`config.mk`:
```
export PLATFORM = sky130hd
export DESIGN_NAME = ddr_wr_burst_packer_flat
export DESIGN_NICKNAME = d
export VERILOG_FILES = /design/src/rtl/ddr_wr_burst_packer_pkg.sv /design/src/rtl/ddr_wr_burst_packer_if.sv /design/src/rtl/ddr_wr_fifo.sv /design/src/rtl/ddr_wr_burst_packer.sv /design/src/flat_wrapper.sv
export SDC_FILE = /design/constraint.sdc
export NUM_CORES = 1
export LEC_CHECK = 0
export CAP_MARGIN = 20
export CORE_MARGIN = 4
export CORE_UTILIZATION = 25
export CTS_CLUSTER_DIAMETER = 150
export CTS_CLUSTER_SIZE = 40
export DETAILED_ROUTE_END_ITERATION = 8
export HOLD_SLACK_MARGIN = 0.15
export SKIP_CTS_REPAIR_TIMING = 1
export SYNTH_ARGS = -nofsm -noshare
export SYNTH_HDL_FRONTEND = slang
export SYNTH_SLANG_ARGS = --single-unit
```
`constraint.sdc`:
```
create_clock -name core_clk -period 3.6 [get_ports core_clk]
set_input_delay 1.08 -clock core_clk [delete_from_list [all_inputs] [get_ports core_clk]]
set_output_delay 1.08 -clock core_clk [all_outputs]
set_load 0.005 [all_outputs]
```
`src/rtl/ddr_wr_burst_packer_pkg.sv`:
```
// Shared configuration for the DDR write burst packer: geometry defaults and FSM state encoding.
package ddr_wr_burst_packer_pkg;

    localparam int DEF_BA_BITS   = 2;
    localparam int DEF_ROW_BITS  = 13;
    localparam int DEF_COL_BITS  = 11;
    localparam int DEF_DQ_LEVEL  = 1;
    localparam int DEF_MAX_BURST = 16;
    localparam int DEF_TIMEOUT   = 64;
    localparam int DEF_DW        = 8 << DEF_DQ_LEVEL;
    localparam int DEF_AW        = DEF_BA_BITS + DEF_ROW_BITS + DEF_COL_BITS + DEF_DQ_LEVEL - 1;

    typedef enum logic [1:0] {
        S_COLLECT = 2'd0,
        S_AW      = 2'd1,
        S_W       = 2'd2,
        S_B       = 2'd3
    } state_e;

endpackage

```
`src/rtl/ddr_wr_burst_packer_if.sv`:
```
// Packer boundary: user single-word write stream plus AXI aw/w/b channels toward the controller.
interface ddr_wr_burst_packer_if
    import ddr_wr_burst_packer_pkg::*;
#(
    parameter int AW = DEF_AW,
    parameter int DW = DEF_DW
);
    logic          s_valid;
    logic          s_ready;
    logic [AW-1:0] s_addr;
    logic [DW-1:0] s_data;
    logic          s_flush;

    logic          awvalid;
    logic          awready;
    logic [AW-1:0] awaddr;
    logic [7:0]    awlen;
    logic          wvalid;
    logic          wready;
    logic          wlast;
    logic [DW-1:0] wdata;
    logic          bvalid;
    logic          bready;

    // slave = the packer; master = its environment (user logic and controller)
    modport slave (
        input  s_valid, s_addr, s_data, s_flush, awready, wready, bvalid,
        output s_ready, awvalid, awaddr, awlen, wvalid, wlast, wdata, bready
    );
    modport master (
        output s_valid, s_addr, s_data, s_flush, awready, wready, bvalid,
        input  s_ready, awvalid, awaddr, awlen, wvalid, wlast, wdata, bready
    );

endinterface

```
`src/rtl/ddr_wr_fifo.sv`:
```
// Synchronous FIFO holding the data beats of the burst being collected; head is visible without a read cycle.
module ddr_wr_fifo #(
    parameter int DEPTH = 16,
    parameter int WIDTH = 16
) (
    input  logic             clk,
    input  logic             rst_n,
    input  logic             push,
    input  logic [WIDTH-1:0] din,
    input  logic             pop,
    output logic [WIDTH-1:0] dout,
    output logic             full,
    output logic             empty
);
    localparam int PW = $clog2(DEPTH);

    logic [WIDTH-1:0] mem_q [DEPTH];
    logic [PW:0]      wr_q, wr_d, rd_q, rd_d;

    // extra pointer MSB separates full from empty when the low bits match
    assign empty = (wr_q == rd_q);
    assign full  = (wr_q[PW] != rd_q[PW]) && (wr_q[PW-1:0] == rd_q[PW-1:0]);
    assign dout  = mem_q[rd_q[PW-1:0]];

    always_comb begin
        wr_d = wr_q;
        rd_d = rd_q;
        if (push && !full) wr_d = wr_q + 1'b1;
        if (pop && !empty) rd_d = rd_q + 1'b1;
    end

    always_ff @(posedge clk or negedge rst_n) begin
        if (!rst_n) begin
            wr_q <= '0;
            rd_q <= '0;
        end else begin
            wr_q <= wr_d;
            rd_q <= rd_d;
        end
    end

    always_ff @(posedge clk) begin
        if (push && !full) mem_q[wr_q[PW-1:0]] <= din;
    end

endmodule

```
`src/rtl/ddr_wr_burst_packer.sv`:
```
// Coalesces address-contiguous single-word writes into AXI bursts for ddr_sdram_ctrl.
// Optional idle-timeout burst close is built when DDR_WR_TIMEOUT_EN is defined.
module ddr_wr_burst_packer
    import ddr_wr_burst_packer_pkg::*;
#(
    parameter int BA_BITS   = DEF_BA_BITS,
    parameter int ROW_BITS  = DEF_ROW_BITS,
    parameter int COL_BITS  = DEF_COL_BITS,
    parameter int DQ_LEVEL  = DEF_DQ_LEVEL,
    parameter int MAX_BURST = DEF_MAX_BURST,
    parameter int TIMEOUT   = DEF_TIMEOUT
) (
    input  logic                   core_clk,
    input  logic                   core_clk_rstn,
    ddr_wr_burst_packer_if.slave   bus,
    output logic                   wr_done
);
    localparam int DW = 8 << DQ_LEVEL;
    localparam int AW = BA_BITS + ROW_BITS + COL_BITS + DQ_LEVEL - 1;
    localparam int RW = COL_BITS + DQ_LEVEL - 1;
    localparam int CW = $clog2(MAX_BURST + 1);

    if (((MAX_BURST & (MAX_BURST - 1)) != 0) || (MAX_BURST > 256) || (TIMEOUT < 1)) begin : g_bad_params
        $error("ddr_wr_burst_packer: MAX_BURST must be a power of 2 <= 256 and TIMEOUT >= 1");
    end

    state_e        state_q, state_d;
    logic [CW-1:0] count_q, count_d, beat_q, beat_d;
    logic [AW-1:0] start_q, start_d, next_q, next_d;
    logic          awvalid_q, awvalid_d, bready_q, bready_d, wr_done_q, wr_done_d;
    logic          contig, accept, pop, close, fifo_full, fifo_empty;
    logic [AW-1:0] acc_next;
    logic [DW-1:0] fifo_head;

`ifdef DDR_WR_TIMEOUT_EN
    localparam int TW = $clog2(TIMEOUT + 1);
    logic [TW-1:0] idle_q, idle_d;
    logic          timeout_hit;

    assign timeout_hit = (count_q != '0) && (idle_q == TW'(TIMEOUT - 1));
    assign idle_d = (state_q != S_COLLECT || accept || count_q == '0) ? '0 : idle_q + 1'b1;

    always_ff @(posedge core_clk or negedge core_clk_rstn) begin
        if (!core_clk_rstn) idle_q <= '0;
        else                idle_q <= idle_d;
    end
`endif

    assign contig      = (count_q == '0) || (bus.s_addr == next_q);
    assign bus.s_ready = core_clk_rstn && (state_q == S_COLLECT) && contig && !fifo_full;
    assign accept      = bus.s_valid && bus.s_ready;
    assign acc_next    = bus.s_addr + AW'(1);

    assign bus.awvalid = awvalid_q;
    assign bus.awaddr  = start_q;
    assign bus.awlen   = 8'(count_q - CW'(1));
    assign bus.wvalid  = (state_q == S_W) && !fifo_empty;
    assign bus.wdata   = fifo_head;
    assign bus.wlast   = bus.wvalid && (beat_q == count_q - CW'(1));
    assign bus.bready  = bready_q;
    assign wr_done     = wr_done_q;
    assign pop         = bus.wvalid && bus.wready;

    always_comb begin
        state_d   = state_q;
        count_d   = count_q;
        beat_d    = beat_q;
        start_d   = start_q;
        next_d    = next_q;
        awvalid_d = awvalid_q;
        bready_d  = bready_q;
        wr_done_d = 1'b0;
        close     = 1'b0;
        unique case (state_q)
            S_COLLECT: begin
                if (accept) begin
                    count_d = count_q + CW'(1);
                    next_d  = acc_next;
                    if (count_q == '0) start_d = bus.s_addr;
                    // all close reasons merge into one flag, so coincident ones give one burst
                    if (count_q == CW'(MAX_BURST - 1) || bus.s_flush || acc_next[RW-1:0] == '0)
                        close = 1'b1;
                end else if (bus.s_valid && !contig) begin
                    close = 1'b1;
`ifdef DDR_WR_TIMEOUT_EN
                end else if (timeout_hit) begin
                    close = 1'b1;
`endif
                end
                if (close) begin
                    state_d   = S_AW;
                    awvalid_d = 1'b1;
                end
            end
            S_AW: begin
                if (bus.awready) begin
                    awvalid_d = 1'b0;
                    beat_d    = '0;
                    state_d   = S_W;
                end
            end
            S_W: begin
                if (pop) begin
                    beat_d = beat_q + CW'(1);
                    if (bus.wlast) begin
                        bready_d = 1'b1;
                        state_d  = S_B;
                    end
                end
            end
            S_B: begin
                if (bus.bvalid) begin
                    bready_d  = 1'b0;
                    wr_done_d = 1'b1;
                    count_d   = '0;
                    state_d   = S_COLLECT;
                end
            end
            default: state_d = S_COLLECT;
        endcase
    end

    always_ff @(posedge core_clk or negedge core_clk_rstn) begin
        if (!core_clk_rstn) begin
            state_q   <= S_COLLECT;
            count_q   <= '0;
            beat_q    <= '0;
            start_q   <= '0;
            next_q    <= '0;
            awvalid_q <= 1'b0;
            bready_q  <= 1'b0;
            wr_done_q <= 1'b0;
        end else begin
            state_q   <= state_d;
            count_q   <= count_d;
            beat_q    <= beat_d;
            start_q   <= start_d;
            next_q    <= next_d;
            awvalid_q <= awvalid_d;
            bready_q  <= bready_d;
            wr_done_q <= wr_done_d;
        end
    end

    ddr_wr_fifo #(
        .DEPTH (MAX_BURST),
        .WIDTH (DW)
    ) u_fifo (
        .clk   (core_clk),
        .rst_n (core_clk_rstn),
        .push  (accept),
        .din   (bus.s_data),
        .pop   (pop),
        .dout  (fifo_head),
        .full  (fifo_full),
        .empty (fifo_empty)
    );

endmodule
```
`src/flat_wrapper.sv`:
```
// flat-port wrapper written by rule: the top's interface ports become plain ports
module ddr_wr_burst_packer_flat import ddr_wr_burst_packer_pkg::*;
#(
    parameter int BA_BITS   = DEF_BA_BITS,
    parameter int ROW_BITS  = DEF_ROW_BITS,
    parameter int COL_BITS  = DEF_COL_BITS,
    parameter int DQ_LEVEL  = DEF_DQ_LEVEL,
    parameter int MAX_BURST = DEF_MAX_BURST,
    parameter int TIMEOUT   = DEF_TIMEOUT
)
  (core_clk, core_clk_rstn, wr_done, bus_s_valid, bus_s_addr, bus_s_data, bus_s_flush, bus_awready, bus_wready, bus_bvalid, bus_s_ready, bus_awvalid, bus_awaddr, bus_awlen, bus_wvalid, bus_wlast, bus_wdata, bus_bready);
  ddr_wr_burst_packer_if bus_i ();
  input  logic core_clk;
  input  logic core_clk_rstn;
  output logic wr_done;
  input wire logic [$bits(bus_i.s_valid)-1:0] bus_s_valid;
  input wire logic [$bits(bus_i.s_addr)-1:0] bus_s_addr;
  input wire logic [$bits(bus_i.s_data)-1:0] bus_s_data;
  input wire logic [$bits(bus_i.s_flush)-1:0] bus_s_flush;
  input wire logic [$bits(bus_i.awready)-1:0] bus_awready;
  input wire logic [$bits(bus_i.wready)-1:0] bus_wready;
  input wire logic [$bits(bus_i.bvalid)-1:0] bus_bvalid;
  output wire logic [$bits(bus_i.s_ready)-1:0] bus_s_ready;
  output wire logic [$bits(bus_i.awvalid)-1:0] bus_awvalid;
  output wire logic [$bits(bus_i.awaddr)-1:0] bus_awaddr;
  output wire logic [$bits(bus_i.awlen)-1:0] bus_awlen;
  output wire logic [$bits(bus_i.wvalid)-1:0] bus_wvalid;
  output wire logic [$bits(bus_i.wlast)-1:0] bus_wlast;
  output wire logic [$bits(bus_i.wdata)-1:0] bus_wdata;
  output wire logic [$bits(bus_i.bready)-1:0] bus_bready;
  assign bus_i.s_valid = bus_s_valid;
  assign bus_i.s_addr = bus_s_addr;
  assign bus_i.s_data = bus_s_data;
  assign bus_i.s_flush = bus_s_flush;
  assign bus_i.awready = bus_awready;
  assign bus_i.wready = bus_wready;
  assign bus_i.bvalid = bus_bvalid;
  assign bus_s_ready = bus_i.s_ready;
  assign bus_awvalid = bus_i.awvalid;
  assign bus_awaddr = bus_i.awaddr;
  assign bus_awlen = bus_i.awlen;
  assign bus_wvalid = bus_i.wvalid;
  assign bus_wlast = bus_i.wlast;
  assign bus_wdata = bus_i.wdata;
  assign bus_bready = bus_i.bready;
  ddr_wr_burst_packer #(.BA_BITS(BA_BITS), .ROW_BITS(ROW_BITS), .COL_BITS(COL_BITS), .DQ_LEVEL(DQ_LEVEL), .MAX_BURST(MAX_BURST), .TIMEOUT(TIMEOUT)) u_core (.core_clk(core_clk), .core_clk_rstn(core_clk_rstn), .bus(bus_i), .wr_done(wr_done));
endmodule
```
==> impl_summary.txt <==
----------------------------------------------------
[Outcome]
  Status ... finished with violations
  Violations in the final reports ... setup timing

[Power and ir drop]
  Switching power as a share of total power ... a little under a third
  Power after layout ... 11190 µW
  Worst voltage drop across the vdd grid ... between 0.3 and 0.4 mV
  Switching Power ... 3374 µW
  Total internal power ... approximately 7800 µW
  Clk network pwr share ... about 16%
  Sequential share of power ... between 40% and 50%
  Leakage power figure ... approximately 0.0063 µW
  PD cells ... 637.0 nW/µm²
  Share of total power in combinational logic ... 39.8%

[Logic synthesis]
  Area fraction of the dominant cell type after synthesis ... between 50% and 60%
  Proportion of synthesized flip-flops having asynchronous set or reset ... between 20% and 30%
  Post-synth design cell area ... 14100 µm²
  Cell types occupying the most area after synthesis ... sky130_fd_sc_hd__edfxtp_1 (55%), sky130_fd_sc_hd__dfrtp_1 (14%), sky130_fd_sc_hd__mux4_2 (13%), sky130_fd_sc_hd__xnor2_1 (2.7%), sky130_fd_sc_hd__mux2_2 (2.5%)
  #FFs+latches synth ... between 300 and 400
  Number of enable-type register cells in the synthesized netlist ... 256
  Biggest area consumer among synthesized cells ... sky130_fd_sc_hd__edfxtp_1
  Predominant post-synthesis flop cell ... sky130_fd_sc_hd__edfxtp_1
  Count of unique library cells instantiated by Yosys ... 56
  Instance count of the mapped netlist ... between 800 and 900
  Synth Net Count ... 868
  Avg Inst Size Synth ... about 18 µm²
  Seq/Total Area, Yosys ... between 60% and 70%
  Number of warnings issued by yosys ... 0
  Most common library cells after synthesis ... sky130_fd_sc_hd__edfxtp_1 (256), sky130_fd_sc_hd__mux4_2 (80), sky130_fd_sc_hd__dfrtp_1 (77), sky130_fd_sc_hd__xnor2_1 (43), sky130_fd_sc_hd__nand2_1 (38)
  Most repeated cell in the gate-level netlist after synthesis ... sky130_fd_sc_hd__edfxtp_1

[Timing]
  Max Slew Vio Count ... 0
  Peak Freq ... 264.0 MHz
  Time the final worst path needs with I/O delays and setup ... between 3 and 4 ns
  WHS ... 0.5005 ns
  Endpoints failing setup ... 4
  Post-layout worst setup margin ... -0.1883 ns
  Max_slew headroom ... between 50 and 60%
  Final number of hold-violating endpoints ... 0
  Fin crit share ... 105.2%
  RSZ-0062 raised after global routing ... yes
  Sum of negative setup slack ... -0.2337 ns
  Slew at the pin closest to its max-slew limit ... between 0.6 and 0.7 ns
  Setup Skew ... between 0.02 and 0.03 ns

[GRT]
  Total routing resource utilization after global routing ... a little over a tenth
  Global-route wire length before repair ... between 40000 and 50000 µm
  Initial antenna violation count ... 1
  Via count of the first global-routing pass ... 7925
  Pin count of the biggest net entering global routing ... 53
  Aggregate global routing overflow ... 0

[Layout]
  Filler cells ... approximately 5400
  Proportion of layout cells with a drive suffix above 1 ... between 20% and 30%
  Area overhead of the layout relative to synthesis ... 24.67%
  Non-filler instance count after layout ... 1726
  Net count reported at finish ... around 1000
  Antenna Cells ... 0

[Floorplanning]
  Floorplan Core Area ... 55420 µm²
  Total Die Area ... 60250 µm²
  Die Ht ... roughly 250 µm
  Initial cell density of the core ... 25.44%
  Chip Width ... roughly 250 µm
  Count of boundary I/O pins ... approximately 110
  Std cell rows ... 86

[Clocking]
  Number of buffers inserted during clock tree synthesis ... 12
  Clock tree from TritonCTS ... done
  Clk pin slew, worst setup/hold paths ... 0.14 ns
  H-tree depth reported by CTS ... 1
  Insertion delay to the later sink of the worst-skew pair ... about 0.53 ns
  Buffers from clock root to sink, at most ... 3
  TritonCTS Sinks ... 333
  Library cell used as clock root buffer ... sky130_fd_sc_hd__clkbuf_16

[Worst setup path]
  Setup crit start kind ... primary input
  Required time of the critical path ... approximately 2.5 ns
  Startpoint-to-endpoint class of the critical path ... primary input to primary output
  Buffers plus inverters on the worst setup path ... 2
  Worst reg2reg setup slack ... 0.70 ns
  Critical path's top delay family ... compound AO/OA/AOI/OAI gates
  Slowest cell on crit path ... sky130_fd_sc_hd__o41ai_4
  Crit-path max FO ... 6
  CP max stage delay ... between 0.3 and 0.4 ns
  Arrival time at the worst endpoint ... around 2.7 ns
  Sequence of cells on the critical path ... buf_2, xor2_1, nor4_1, nand4_1, o41ai_4, o2111a_1, clkbuf_2
  Type of destination of the critical path ... primary output

[Placement]
  Post-Place Setup Slack ... -1.010 ns
  Number of port buffers ... 104
  Placed cell count ... between 1500 and 2000
  Placed wire-length estimate ... approximately 21000 µm
  Final GP Congestion ... 0.8086

[Detailed routing]
  Via count ... 7423
  DRC violations left ... 0
  Post-route antenna net violation count ... 0
  Detail-routed net length per standard cell ... approximately 19 µm
  Number of search-and-repair iterations in the first detailed-routing pass ... 4
  Total Wirelength ... around 32000 µm
  Number of DRC markers in iteration 0 ... 460
  Mean number of vias per cell ... 4.301

[Hold path]
  Type of the tightest min-delay check ... flop to flop

[Run]
  Max-cap violation count ... 0

----------------------------------------------------
## metal layers
layer | global-route usage, % | share of wire (%) | vias to the layer above
met5 | 0 | 0.028 | -
met1 | 14.68 | 46 | 3821
met2 | 17.34 | 48 | 140
met4 | 1.602 | 1.2 | 2
li1 | - | - | 3442
met3 | 1.919 | 5.0 | 18
## cells in the final DEF (no fill, tap or decap), types with 3 or more instances in the layout
master                              n
sky130_fd_sc_hd__edfxtp_1         256
sky130_fd_sc_hd__mux4_2            80
sky130_fd_sc_hd__dfrtp_1           75
sky130_fd_sc_hd__buf_4             64
sky130_fd_sc_hd__clkdlybuf4s50_1   61
sky130_fd_sc_hd__xnor2_1           37
sky130_fd_sc_hd__nand2_1           37
sky130_fd_sc_hd__mux2_2            31
sky130_fd_sc_hd__o21ai_0           29
sky130_fd_sc_hd__xor2_1            25
sky130_fd_sc_hd__dlymetal6s2s_1    24
sky130_fd_sc_hd__buf_12            21
sky130_fd_sc_hd__inv_1             20
sky130_fd_sc_hd__nor2_1            17
sky130_fd_sc_hd__clkbuf_16         17
sky130_fd_sc_hd__nand4_1           16
sky130_fd_sc_hd__clkbuf_2          15
sky130_fd_sc_hd__ha_1              14
sky130_fd_sc_hd__nand3_1           13
sky130_fd_sc_hd__and3_1            10
sky130_fd_sc_hd__buf_6             10
sky130_fd_sc_hd__nor3_1             8
sky130_fd_sc_hd__and2_1             7
sky130_fd_sc_hd__xnor2_2            6
sky130_fd_sc_hd__nor4_1             4
sky130_fd_sc_hd__nor4_4             4
sky130_fd_sc_hd__nand2b_1           4
sky130_fd_sc_hd__o211ai_1           4
sky130_fd_sc_hd__xor2_2             3
sky130_fd_sc_hd__nor2b_1            3
sky130_fd_sc_hd__a22o_1             3
sky130_fd_sc_hd__or4_1              3
sky130_fd_sc_hd__mux2i_1            3
sky130_fd_sc_hd__buf_8              3
## power by group through the flow
| stage | clock (µW) | sequential (µW) | combinational (µW) |
|---|---|---|---|
| CTS | 1920 | 4930 | 4210 |
| detailed placement | 0 | 5000 | 4190 |
| global placement | 0 | 5000 | 4160 |
| global route | 2030 | 4960 | 4850 |
| finish | 1830 | 4910 | 4450 |
| floorplan | 0 | 4880 | 2430 |
## logic make-up after synthesis
kind of cell | count (synthesis) | synth area share [%]
and+or+nand+nor | 146 | 5.485
xor gates and xnor gates | 71 | 4.411
buffers and inverters | 69 | 2.103
AOI/OAI and AO/OA | 54 | 2.814
DFF | 333 | 68.20
muxes | 116 | 15.66
adders and majority gates | 15 | 1.331
## state kept, by name (all words and copies together) (netlist names)
register             flops
u_core.u_fifo.mem_q    256
u_core.bus.awaddr       26
u_core.next_q           26
u_core.beat_q            5
u_core.count_q           5
u_core.u_fifo.rd_q       5
u_core.u_fifo.wr_q       5
u_core.state_q           2
u_core.bus.awvalid       1
u_core.bus.bready        1
u_core.wr_done           1
## layout make-up
cell class	count	area [µm²]	share of cell area, %
clock inverters	2	31.28	0.1780
well taps	748	935.9	5.325
clock buffers	14	329.1	1.872
repair buffers	205	2205	12.54
flip-flops and latches	333	9619	54.73
multi-input cells	402	4372	24.88
inverters	22	82.58	0.4699
## through the flow
step                      utilization [%]  cell area, µm²
after floorplan                         -           14190
after global placement              30.33           16800
after detailed placement            30.33           16800
after CTS                           30.98           17170
after global routing                31.71           17570
final                               31.71           17570
## worst paths after layout
kind,startpoint,to,cells after the start
setup / recovery,bus_s_addr[22],bus_s_ready,7
hold / removal,u_core.u_fifo.wr_q[4]$_DFFE_PN0P_,u_core.u_fifo.wr_q[4]$_DFFE_PN0P_,1
setup reg to reg,u_core.next_q[22]$_DFFE_PN0P_,u_core.u_fifo.mem_q[2][2]$_DFFE_PP_,10
hold reg to reg,u_core.u_fifo.wr_q[4]$_DFFE_PN0P_,u_core.u_fifo.wr_q[4]$_DFFE_PN0P_,1
max in group asynchronous,core_clk_rstn,u_core.bus.awaddr[22]$_DFFE_PN0P_,2
min in group asynchronous,core_clk_rstn,u_core.state_q[1]$_DFFE_PN0P_,2
No activity file was read; power rests on OpenSTA's default activity.
==> RTL change, RTL diff (same flow settings) <==
The 4 states of `state_e` get a one-hot encoding in 4 bits.
--- a/src/rtl/ddr_wr_burst_packer_pkg.sv
+++ b/src/rtl/ddr_wr_burst_packer_pkg.sv
@@ -10,11 +10,11 @@
     localparam int DEF_DW        = 8 << DEF_DQ_LEVEL;
     localparam int DEF_AW        = DEF_BA_BITS + DEF_ROW_BITS + DEF_COL_BITS + DEF_DQ_LEVEL - 1;
 
-    typedef enum logic [1:0] {
-        S_COLLECT = 2'd0,
-        S_AW      = 2'd1,
-        S_W       = 2'd2,
-        S_B       = 2'd3
+    typedef enum logic [3:0] {
+        S_COLLECT = 4'b0001,
+        S_AW      = 4'b0010,
+        S_W       = 4'b0100,
+        S_B       = 4'b1000
     } state_e;
 
 endpackage
Formal check against the unedited RTL: same outputs for any inputs over 4 cycles, from zero or initial values and one cycle with core_clk_rstn low; so few cycles prove little.
==> RTL change against the unedited design <==
  * The flow still finishes with violations (setup timing)
  * Core utilization down 0.26 points
  * Wire length is 1.6% higher
  * Total power down 17%
  * Area after synthesis rose by 0.93%
  * Global-route usage rose by 0.092 points
  * Final area grew 0.90%
  * Sequential cell count rose by 2
  * Clock skew increased by 11 ps
  * Sequential power is 5.7% lower
  * Setup slack better by 12 ps
  * Critical path type is now reg -> out
  * Critical endpoint is now bus_wdata[6]
  * Highest routed layer unchanged
==> RTL change: results (changes against the unedited design) <==
status=finished with violations; violated checks=setup timing; sequential fraction of the synthesis area=0.679 (-0.00269); worst path arrival time=2700 ps (about the same); final setup vio count=12 (+8); clk_skew=40.5 ps (+10.5 ps); clock-pin slew on the worst setup and hold paths=160 ps (+20 ps); Net Count, Synth=862 (-0.69%); largest net degree at the start of global routing=50 (-5.7%); xor/xnor share of the synthesized area=0.0462 (+0.00205); Netlist cell types=54 (-3.6%); GRT Overall Usage=0.105 (+0.000925); first-pass GRT wire length=49.5 mm (+1.8%); initial antenna violation count=1 (unchanged); Final nets=1046 (+0.58%); drt wl/cell=18.8 um (+0.31%); Compound-Gate Fraction of Synth Area=0.0226 (-0.00554); Detailed Route Iter0 Violations=453 (-1.5%); clk root buf=clkbuf_16; Vias/cell=4.43 (+3.0%); Leak=6.36 nW (+1.7%); DP Wirelength=20.5 mm (-1.7%); IO Port Bufs=104 (unchanged); Pre-antenna DRT Iters=6 (+2); Setup WS post-layout=-176 ps (+12.3 ps); M1 GR Usage=0.152 (+0.00490); Worst slew margin=0.560 (+0.0121); number of buffers created by CTS=12 (unchanged); Max Slew Vio Count=0 (unchanged); layout cells sized above 1=0.289 (-0.00107); Synth top cells by count=edfxtp_1 (256), mux4_2 (80), dfrtp_1 (78); Post-synth EDFFs=256 (unchanged); via count=7743 (+4.3%); Crit Path Max Fanout=6 (unchanged); post-synthesis mux area share=0.162 (+0.00515); Post-synth ARST share=0.236 (+0.00459); DP Area=16900 sq um (+0.42%); GPL Wtd Cong=0.790 (-2.3%); hold crit path type=in -> async; Cells after Synth=802 (-0.25%); VDD IR max=0.362 mV (+1.3%); most area-consuming cells after synthesis=edfxtp_1 (54%), dfrtp_1 (14%), mux4_2 (13%), xor2_1 (2.4%), mux2_2 (2.2%); GR Layer Usage met3=0.0195 (+0.000291); grt met2 use=0.171 (-0.00260); vias in the first global route=8038 (+1.4%); placed cells=1692 (+0.12%); synthesized-area fraction occupied by adder cells=0.00967 (-0.00364)
RTL change: worst paths after layout:
| path | endpoint | from | slack [ps] | cells past startpoint |
|---|---|---|---|---|
| worst max-delay path | bus_wdata[6] | u_core.u_fifo.rd_q[0] | -180 | 7 |
| worst min-delay path | u_core.bus.bready | core_clk_rstn | 370 | 1 |
| worst max register to register | u_core.u_fifo.mem_q[0][15] | u_core.u_fifo.rd_q[0] | 770 | 10 |
| worst min register to register | u_core.u_fifo.rd_q[4] | u_core.u_fifo.rd_q[4] | 500 | 1 |
| max in group asynchronous | u_core.next_q[21] | core_clk_rstn | 2310 | 2 |
| min in group core_clk | u_core.u_fifo.rd_q[4] | u_core.u_fifo.rd_q[4] | 500 | 1 |
RTL change: cells by family (layout without fill, tap and decap cells):
kind of cell             count (synthesis)  after routing
XOR/XNOR                                75             75
AND/OR/NAND/NOR                        144            144
buffers and inverters                   62            252
flip-flops                             335            335
adder cells (fa/ha/maj)                 11             11
multiplexers                           122            122
AO/OA/AOI/OAI                           53             53
RTL change: per-layer routing:
metal,vias to the layer above,part of all wire
met5,-,0.00040
met4,2,0.0091
met3,18,0.054
met2,200,0.47
met1,4029,0.46
li1,3494,-
RTL change: where the power goes:
| part | switching (mW) | internal, mW | leakage, nW | total, mW |
|---|---|---|---|---|
| clock network | 1.16 | 0.699 | 0.179 | 1.86 |
| logic | 1.14 | 1.69 | 2.82 | 2.83 |
| registers | 0.218 | 4.41 | 3.36 | 4.63 |
RTL change: metrics by stage:
step	setup slack, ps	util	TNS, ps
finish	-176	0.314	-1240
global route	-277	0.314	-2190
CTS	-869	0.306	-9640
detailed placement	-850	0.299	-144120
global placement	-923	0.299	-155460
floorplan	-79.3	-	-3810
RTL change: final cells by class:
class	instances	area, sq um
fillers	5580	38700
well taps	756	946
repair buffers	215	2300
clock buffers	18	344
clock inverters	2	27.5
multi-input cells	405	4380
flip-flops and latches	335	9670
inverters	17	63.8
RTL change: critical path, cell delays in order, from the launching register on:
cell and delay [ps]:
dfrtp_4 550, buf_12 160, buf_12 130, buf_6 110, buf_8 130, mux4_2 420, mux4_2 530, clkbuf_2 140
